## config.mk

```make
export PLATFORM = sky130hd
export DESIGN_NAME = router_out_sched
export DESIGN_NICKNAME = d
export VERILOG_FILES = /design/src/rtl/router_pkg.sv /design/src/rtl/rr_arbiter.sv /design/src/rtl/router_out_sched.sv
export SDC_FILE = /design/constraint.sdc
export NUM_CORES = 1
export LEC_CHECK = 0
export CORE_AREA = 2 2 133 135
export CTS_BUF_LIST = sky130_fd_sc_hd__clkbuf_4
export CTS_CLUSTER_SIZE = 24
export DETAILED_ROUTE_END_ITERATION = 8
export DIE_AREA = 0 0 135 137
export MAX_ROUTING_LAYER = met4
export PLACE_DENSITY = 0.66
export SLEW_MARGIN = 30
export SYNTH_ARGS = -nofsm -noshare
export SYNTH_HDL_FRONTEND = slang
export SYNTH_HIERARCHICAL = 1
export SYNTH_SLANG_ARGS = --single-unit
export TNS_END_PERCENT = 20
```

## constraint.sdc

```tcl
create_clock -name CLK -period 2 [get_ports CLK]
set_clock_uncertainty 0.05 [all_clocks]
set_input_delay 0.4 -clock CLK [delete_from_list [all_inputs] [get_ports CLK]]
set_output_delay 0.4 -clock CLK [all_outputs]
set_load 0.005 [all_outputs]
```

## src/rtl/router_pkg.sv

```systemverilog
// router_pkg: shared types and constants for the router output scheduler.
//   DW / LENW / HDR_WORDS : default word width, length-field width, header words
//   ROUTE_MSB / ROUTE_LSB : position of the route byte in header word0
//   word_t                : one router data word
//   sched_state_t         : packet-scheduler phases
package router_pkg;

    localparam int DW        = 64;
    localparam int LENW      = 16;
    localparam int HDR_WORDS = 3;
    localparam int ROUTE_MSB = 63;
    localparam int ROUTE_LSB = 56;

    typedef logic [DW-1:0] word_t;

    typedef enum logic [1:0] {IDLE, HDR, LEN, PAY} sched_state_t;

endpackage

```

## src/rtl/rr_arbiter.sv

```systemverilog
// rr_arbiter: combinational round-robin pick, first set request at or after ptr.
//   req : N request bits
//   ptr : highest-priority index this round
//   gnt : one-hot winner, all-zero when req is empty
module rr_arbiter #(
    parameter int N = 4
) (
    input  logic [N-1:0]         req,
    input  logic [$clog2(N)-1:0] ptr,
    output logic [N-1:0]         gnt
);

    localparam int PW = $clog2(N);

    logic [PW-1:0] idx;

    // Scan from the farthest candidate back to ptr so the nearest hit wins.
    always_comb begin
        gnt = '0;
        idx = '0;
        for (int k = N - 1; k >= 0; k--) begin
            idx = PW'((int'(ptr) + k) % N);
            if (req[idx]) gnt = N'(1) << idx;
        end
    end

endmodule

```

## src/rtl/router_out_sched.sv

```systemverilog
// router_out_sched: per-output packet scheduler, round-robin at packet granularity.
//   CLK, RST     : clock, asynchronous active-low reset
//   REQ          : per-input request for this output (head word0 waiting)
//   D, D_VALID   : per-input data words and valids
//   D_BP         : per-input backpressure, 1 = hold word
//   Q, Q_VALID   : muxed output word of the granted input
//   Q_SOF        : marks word0 of a packet on Q
//   Q_BP         : downstream backpressure
//   GNT          : one-hot current grant, zero when idle
module router_out_sched #(
    parameter int N         = 4,
    parameter int DW        = router_pkg::DW,
    parameter int LENW      = router_pkg::LENW,
    parameter int HDR_WORDS = router_pkg::HDR_WORDS
) (
    input  logic                 CLK,
    input  logic                 RST,
    input  logic [N-1:0]         REQ,
    input  logic [N-1:0][DW-1:0] D,
    input  logic [N-1:0]         D_VALID,
    output logic [N-1:0]         D_BP,
    output logic [DW-1:0]        Q,
    output logic                 Q_VALID,
    output logic                 Q_SOF,
    input  logic                 Q_BP,
    output logic [N-1:0]         GNT
);

    localparam int PW = $clog2(N);

    router_pkg::sched_state_t state;

    logic [PW-1:0]   ptr;
    logic [PW-1:0]   gi;
    logic [PW-1:0]   wi;
    logic [1:0]      wcnt;
    logic [LENW-1:0] rem;
    logic [N-1:0]    arb_gnt;
    logic            busy;
    logic            xfer;

    function automatic logic [PW-1:0] oh2idx(input logic [N-1:0] v);
        oh2idx = '0;
        for (int i = 0; i < N; i++)
            if (v[i]) oh2idx = PW'(i);
    endfunction

    rr_arbiter #(.N(N)) u_arb (
        .req (REQ),
        .ptr (ptr),
        .gnt (arb_gnt)
    );

    always_comb begin
        gi      = oh2idx(GNT);
        wi      = oh2idx(arb_gnt);
        busy    = state != router_pkg::IDLE;
        Q       = busy ? D[gi] : '0;
        Q_VALID = busy && D_VALID[gi];
        Q_SOF   = Q_VALID && state == router_pkg::HDR && wcnt == '0;
        // Only the granted input may advance, and only when downstream accepts.
        D_BP    = busy ? (~GNT | (Q_BP ? GNT : '0)) : '1;
        xfer    = Q_VALID && !Q_BP;
    end

    always_ff @(posedge CLK or negedge RST) begin
        if (!RST) begin
            state <= router_pkg::IDLE;
            GNT   <= '0;
            ptr   <= '0;
            wcnt  <= '0;
            rem   <= '0;
        end else begin
            case (state)
                router_pkg::IDLE: if (|REQ) begin
                    GNT   <= arb_gnt;
                    state <= router_pkg::HDR;
                    ptr   <= (wi == PW'(N - 1)) ? '0 : wi + 1'b1;
                    wcnt  <= '0;
                end
                router_pkg::HDR: if (xfer) begin
                    wcnt <= wcnt + 1'b1;
                    if (wcnt == 2'(HDR_WORDS - 2)) state <= router_pkg::LEN;
                end
                router_pkg::LEN: if (xfer) begin
                    rem <= D[gi][LENW-1:0];
                    if (D[gi][LENW-1:0] == '0) begin
                        state <= router_pkg::IDLE;
                        GNT   <= '0;
                    end else begin
                        state <= router_pkg::PAY;
                    end
                end
                router_pkg::PAY: if (xfer) begin
                    rem <= rem - 1'b1;
                    // Exit on the last word so rem never wraps below zero.
                    if (rem == LENW'(1)) begin
                        state <= router_pkg::IDLE;
                        GNT   <= '0;
                    end
                end
            endcase
        end
    end

endmodule

```

==> flow_summary.yaml, run 1 <==
worst_setup_path:
  worstSetupPathType: "reg -> out"
  cp_slowest_cell: "dfrtp_4"
  cp.required_ns: 1.55
  critPathLaunchType: "flip-flop"
  critical_path_buf_inv_count: 3
  crit_cells: 6
  r2r_cells: 9
  arrival_ns: 2.12
  critical-path-top-delay-family: "flip-flops"
  cpPeakStageDelay_ns: 0.61
  crit_path_end_kind: "primary output"
  cp_cell_sequence: "buf_6, mux2_4, a221oi_4, buf_4, nor3_2, buf_2"
  cp_max_fo: 8
synthesis:
  syn_nets: 976
  netlist_area_mm2: 0.004469
  synthFlopType: "dfrtp_1"
  ys_types: 60
  syn_inst: 697
  syn_avg_cell_area_um2: 6.412
  synth-edff-count: 0
  async_flop_share_pct: 100.0
  ys_ff_latch: 26
  yosysWarnings: 6
  synth_seq_area_share_pct: 14.56
global_route:
  grt_pass1_vias: 6455
  grt_max_degree: 31
  antenna_found_initial: 0
  track_usage_pct: 23.88
  grt_overflow: 0
  grt_pass1_wl_mm: 33.90
sta:
  grt_setup_unrepaired: "true"
  final.min_clock_period_ns: 2.574
  maxSlewViolCount: 0
  final-hold-violation-count: 0
  timing.fmax_mhz: 388.4
  worst_hold_slack_ns: 0.3608
  maxSlewHeadroom_pct: 66.20
  worst_slack_ns: -0.5744
  layout_worst_path_cycle_share_pct: 128.7
  setup_violations: 93
  tightest_slew_ns: 0.5037
cts:
  clock_path_buffers: 2
  root_buffer: "clkbuf_4"
  htree_levels: 1
  clock-sinks: 26
  clock_latency_ns: 0.35
  cts_hold_buf: 0
  clk_pin_slew_ns: 0.16
  cts_tree: "yes"
  numCtsBuffers: 3
cells_and_area:
  final_area_mm2: 0.009293
  final_common_cell: "clkdlybuf4s50_1"
  diodes: 0
  syn_to_final_growth_pct: 107.9
  final_nets: 1404
  layout_common_cells: "clkdlybuf4s50_1, nor2_1, buf_4"
  drive_gt1_share_pct: 24.20
die:
  coreArea_mm2: 0.01706
  dieArea_mm2: 0.01850
  io_pins: 341
  dieWidth_um: 135
  fp.dieH_um: 137
  rows: 48
  start_util_pct: 26.20
min_path:
  hold_path_class: "in -> async"
power:
  p_leak_nw: 3.985
  p_per_area_mw_per_mm2: 1123
  p_comb_share_pct: 85.9
  swShare_pct: 46.33
  internal_power_mw: 5.600
  power_frac_clock_pct: 3.7
  totalPowerFinal_mw: 10.43
  netSwitchingPower_mw: 4.833
  pwr-share-seq_pct: 10.4
  ir_worst_vdd_mv: 0.5176
route:
  drt_first_iter_violations: 394
  postRouteAntennaNets: 0
  wl_per_cell_um: 17.23
  drt_pre_antenna_iters: 5
  drc: 0
  num_vias: 6642
  drt_wl_total_mm: 23.24
  viasPerCell: 4.924
placed_design:
  placed_area_mm2: 0.008886
  dpl.hpwl_mm: 18.76
  portBuffers: 340
  gp_congestion: 0.8678
run:
  max_cap_viol_count: 0
status:
  violations: "setup timing"
  status: "finished, violations left"
## kinds of logic (layout without fill, tap and decap cells)
logic type	after synthesis	in the layout	share of synthesized area, %
AO/OA/AOI/OAI	205	205	25.98
adder cells (fa/ha/maj)	12	12	3.359
buffers and inverters	65	492	6.215
flip-flops	26	26	14.56
multiplexers	87	87	20.88
AND/OR/NAND/NOR	302	302	29.00
## state kept, by name (all words and copies together), names as in the netlist
register,flops
rem,16
GNT,4
ptr,2
state,2
wcnt,2
## power groups by stage
stage | Sequential (mW) | Combinational (mW) | Clock [mW]
6_report | 1.08 | 8.96 | 0.388
5_1_grt | 1.12 | 9.73 | 0.411
4_1_cts | 1.08 | 8.94 | 0.393
3_5_place_dp | 1.06 | 8.56 | 0
3_3_place_gp | 1.06 | 8.50 | 0
2_1_floorplan | 0.901 | 4.35 | 0
## metal layers
metal  vias up  routed length, µm  track usage, %
met5         -                  0               -
met4         0                309           3.993
met3        21               1465           3.519
li1       3323                  -               -
met2       251              11710           41.88
met1      3047               9759           29.61
## synth_stat cells (all sizes together) (3+ instances only)
library cell    n  area (µm²)
ha             12       150.1
nand3           9       45.04
o22ai           9       56.30
a31oi           6       37.54
a21oi         114       570.6
clkbuf         32       121.4
a211o           3       26.28
or4             3       26.27
mux4            4       93.84
buf            21       111.4
nor4            8       50.05
o31ai           6       45.04
o21bai          3       22.52
mux2i          76       760.7
inv            12       45.04
dfrtp          26       650.6
nor2          190       718.2
mux2            7       78.83
a22oi           6       45.04
nor3           14       70.07
nand2          57       214.0
o21a            3       22.52
o21ai          40       200.2
nor2b           5       33.78
## path summary, 6_finish.rpt
| kind | from | end | slack [ns] |
|---|---|---|---|
| worst min register to register | wcnt[0] | wcnt[0] | 0.50 |
| worst min-delay path | RST | rem[10] | 0.36 |
| max in group asynchronous | RST | GNT[3] | 1.25 |
| worst max register to register | GNT[1] | GNT[0] | -0.46 |
| min in group CLK | wcnt[0] | wcnt[0] | 0.50 |
| worst max-delay path | GNT[1] | Q_SOF | -0.57 |
## worst register-to-register path, delay by kind of cell (launching register included)
kind | cells | cell delay (ns)
AO/OA/AOI/OAI | 1 | 0.10
buffers and inverters | 3 | 0.41
flip-flops | 1 | 0.62
multiplexers | 2 | 0.40
AND/OR/NAND/NOR | 3 | 0.76
## area by class of cell
type	count	area, µm²
Fill cell	1686	7764
Timing Repair Buffer	476	4398
Multi-Input combinational cell	606	3846
Sequential cell	26	663.1
Tap cell	225	281.5
Inverter	12	51.30
Clock inverter	1	30.03
Clock buffer	3	22.52
## what timing repair did
item	4_1_cts	5_1_grt
setup endpoints to repair	97	96
pin swaps	36	31
gates cloned	4	0
gates resized for setup	327	33
buffers inserted	27	1
## per-stage QoR
stage               setup TNS (ns)  cells  utilization, %  setup WS, ns
floorplan                  -0.1986    697               -      -0.07258
global placement            -34.16   1317           52.10       -0.6758
detailed placement          -35.41   1317           52.10       -0.6899
CTS                         -42.01   1350           54.42       -0.5806
global route                -47.66   1349           54.48       -0.6560
finish                      -35.88   1349           54.48       -0.5744
Power figures use the tool's default switching activity.
==> inputs of run 2 (changes only) <==
--- a/config.mk
+++ b/config.mk
@@ -5,13 +5,13 @@
 export SDC_FILE = /design/constraint.sdc
 export NUM_CORES = 1
 export LEC_CHECK = 0
-export CORE_AREA = 2 2 133 135
+export CORE_AREA = 3 3 130 132
 export CTS_BUF_LIST = sky130_fd_sc_hd__clkbuf_4
 export CTS_CLUSTER_SIZE = 24
 export DETAILED_ROUTE_END_ITERATION = 8
-export DIE_AREA = 0 0 135 137
+export DIE_AREA = 0 0 133 135
 export MAX_ROUTING_LAYER = met4
-export PLACE_DENSITY = 0.66
+export PLACE_DENSITY = 0.69
 export SLEW_MARGIN = 30
 export SYNTH_ARGS = -nofsm -noshare
 export SYNTH_HDL_FRONTEND = slang
==> run 2 against run 1 <==
Against the previous run: the flow still finishes with violations (setup timing); non-clock buffer count is 8 lower; total power is 0.18% lower; critical path depth is 3 higher; hold slack better by 0.0038 ns; count of clock-buffer cells in the layout is 1 higher; sequential power is 6% lower; via count is 1.6% higher; register-to-register slack worse by 0.08 ns; combinational power is 2% higher; clock power is 31% lower; core utilization is 4.6 points higher; critical path type unchanged.
==> flow_summary.yaml, run 2 (synthesis results as in run 1) <==
placed_design:
  dpl.hpwl_mm: 19.74
  portBuffers: 340
  gp_congestion: 0.9601
  dp.cells: 1307
sta:
  maxSlewHeadroom_pct: 64.43
  grt_setup_unrepaired: "true"
  layout_worst_path_cycle_share_pct: 128.6
  finalSetupTns_ns: -35.30
  setup_violations: 93
  final.min_clock_period_ns: 2.573
  timing.fmax_mhz: 388.7
  tightest_slew_ns: 0.5280
  worst_slack_ns: -0.5727
  maxSlewViolCount: 0
  final-hold-violation-count: 0
cts:
  htree_levels: 1
  clock-sinks: 26
  clk_pin_slew_ns: 0.15
  cts_hold_buf: 0
  root_buffer: "clkbuf_4"
  clock_latency_ns: 0.34
  cts_tree: "yes"
  numCtsBuffers: 3
  clock_path_buffers: 2
die:
  fp.dieH_um: 135
  dieWidth_um: 133
  rows: 46
  dieArea_mm2: 0.01796
  start_util_pct: 28.24
  coreArea_mm2: 0.01583
  io_pins: 341
global_route:
  grt_pass1_wl_mm: 36.27
  grt_pass1_vias: 6727
  grt_overflow: 0
  track_usage_pct: 26.17
  grt_max_degree: 39
  antenna_found_initial: 0
cells_and_area:
  regMostFlops: "rem"
  fin_util_pct: 59.09
  drive_gt1_share_pct: 24.46
  largest_reg_flops: 16
  top_regs: "rem x16, GNT x4"
  finalNonFillerCells: 1332
  syn_to_final_growth_pct: 109.3
  layout_common_cells: "clkdlybuf4s50_1, nor2_1, a21oi_1"
  final_nets: 1396
  final_common_cell: "clkdlybuf4s50_1"
  diodes: 0
worst_setup_path:
  cp_slowest_cell: "dfrtp_4"
  critical_path_buf_inv_count: 4
  crit_start: "GNT[1]"
  cp_cell_sequence: "buf_12, buf_12, mux2_4, mux2i_4, nor2_1, a21oi_1, buf_4, nor2_2, buf_2"
  cpPeakStageDelay_ns: 0.53
  critical-path-top-delay-family: "buffers and inverters"
  arrival_ns: 2.12
  cp.required_ns: 1.55
  cpMostUsedCell: "buf_12"
  crit_path_end_kind: "primary output"
  worstSetupPathType: "reg -> out"
  critPathLaunchType: "flip-flop"
  cp_max_fo: 7
  timing.rr.start: "GNT[1]"
route:
  wl_per_cell_um: 18.47
  drc: 0
  postRouteAntennaNets: 0
  num_vias: 6751
  drt_first_iter_violations: 320
  drt_pre_antenna_iters: 4
  viasPerCell: 5.068
  drt_wl_total_mm: 24.60
power:
  p_leak_nw: 3.954
  ir_worst_vdd_mv: 0.4502
  p_per_area_mw_per_mm2: 1114
status:
  violations: "setup timing"
  status: "finished, violations left"
min_path:
  hold_path_class: "in -> async"
run:
  max_cap_viol_count: 0
==> run 2: changes by cell type in the layout (fill, tap and decap cells not counted), sizes merged <==
cell,change
dlygate4sd2,+3
inv,+1
clkdlybuf4s15,+5
clkinv,-1
clkbuf,+13
dlymetal6s2s,-2
bufinv,-1
buf,-25
clkdlybuf4s50,-1
==> run 2: what timing repair did <==
| item | in CTS | in global routing |
|---|---|---|
| buffers inserted | 21 | 1 |
| gates resized for setup | 271 | 86 |
| pin swaps | 26 | 26 |
| gates cloned | 2 | 1 |
| endpoints found under the setup margin | 99 | 98 |
==> run 2: layer usage <==
| layer | vias to the layer above | global-route usage [%] | part of all wire [%] | wire [µm] |
|---|---|---|---|---|
| met1 | 3076 | 30.85 | 39 | 9654 |
| met4 | 0 | 7.506 | 2.7 | 675 |
| met3 | 45 | 4.955 | 8.2 | 2014 |
| met2 | 323 | 45.57 | 50 | 12250 |
| met5 | - | - | 0 | 0 |
| li1 | 3307 | - | - | - |
==> run 2: power breakdown <==
part	internal [mW]	switching (mW)
sequential	0.741	0.272
clock	0.0920	0.175
combinational	4.72	4.42
==> run 2: final cells by class <==
| class | instances | area (µm²) |
|---|---|---|
| inverters | 12 | 50.05 |
| clock buffers | 4 | 30.03 |
| multi-input cells | 606 | 3940 |
| well taps | 216 | 270.3 |
| repair buffers | 468 | 4398 |
| flip-flops and latches | 26 | 664.4 |
| fillers | 1494 | 6475 |
==> run 2: path summary, 6_finish.rpt <==
| kind | cells after the start | slack [ns] | to |
|---|---|---|---|
| hold / removal | 2 | 0.36 | wcnt[0] |
| max in group asynchronous | 2 | 1.24 | GNT[3] |
| setup / recovery | 9 | -0.57 | Q[0] |
| hold reg to reg | 2 | 0.48 | wcnt[0] |
| min in group CLK | 2 | 0.48 | wcnt[0] |
| setup reg to reg | 9 | -0.54 | state[0] |
==> run 2: metrics by stage <==
step / setup slack [ns] / area [µm²] / power [mW] / hold WS (ns)
2_1_floorplan: -0.07258 / 4553 / 5.254 / 0.05441
3_3_place_gp: -0.7533 / 8855 / 9.494 / 0.4407
3_5_place_dp: -0.7604 / 8855 / 9.557 / 0.4468
4_1_cts: -0.5769 / 9255 / 10.20 / 0.3793
5_1_grt: -0.6299 / 9353 / 11.25 / 0.3843
6_report: -0.5727 / 9353 / 10.42 / 0.3645
==> run 2: worst register-to-register path: cells and delay by family, from the launching register on <==
kind,cells,cell delay [ns]
AOI/OAI and AO/OA,3,0.42
buffers and inverters,3,0.43
DFF,1,0.53
muxes,1,0.29
and+or+nand+nor,2,0.73
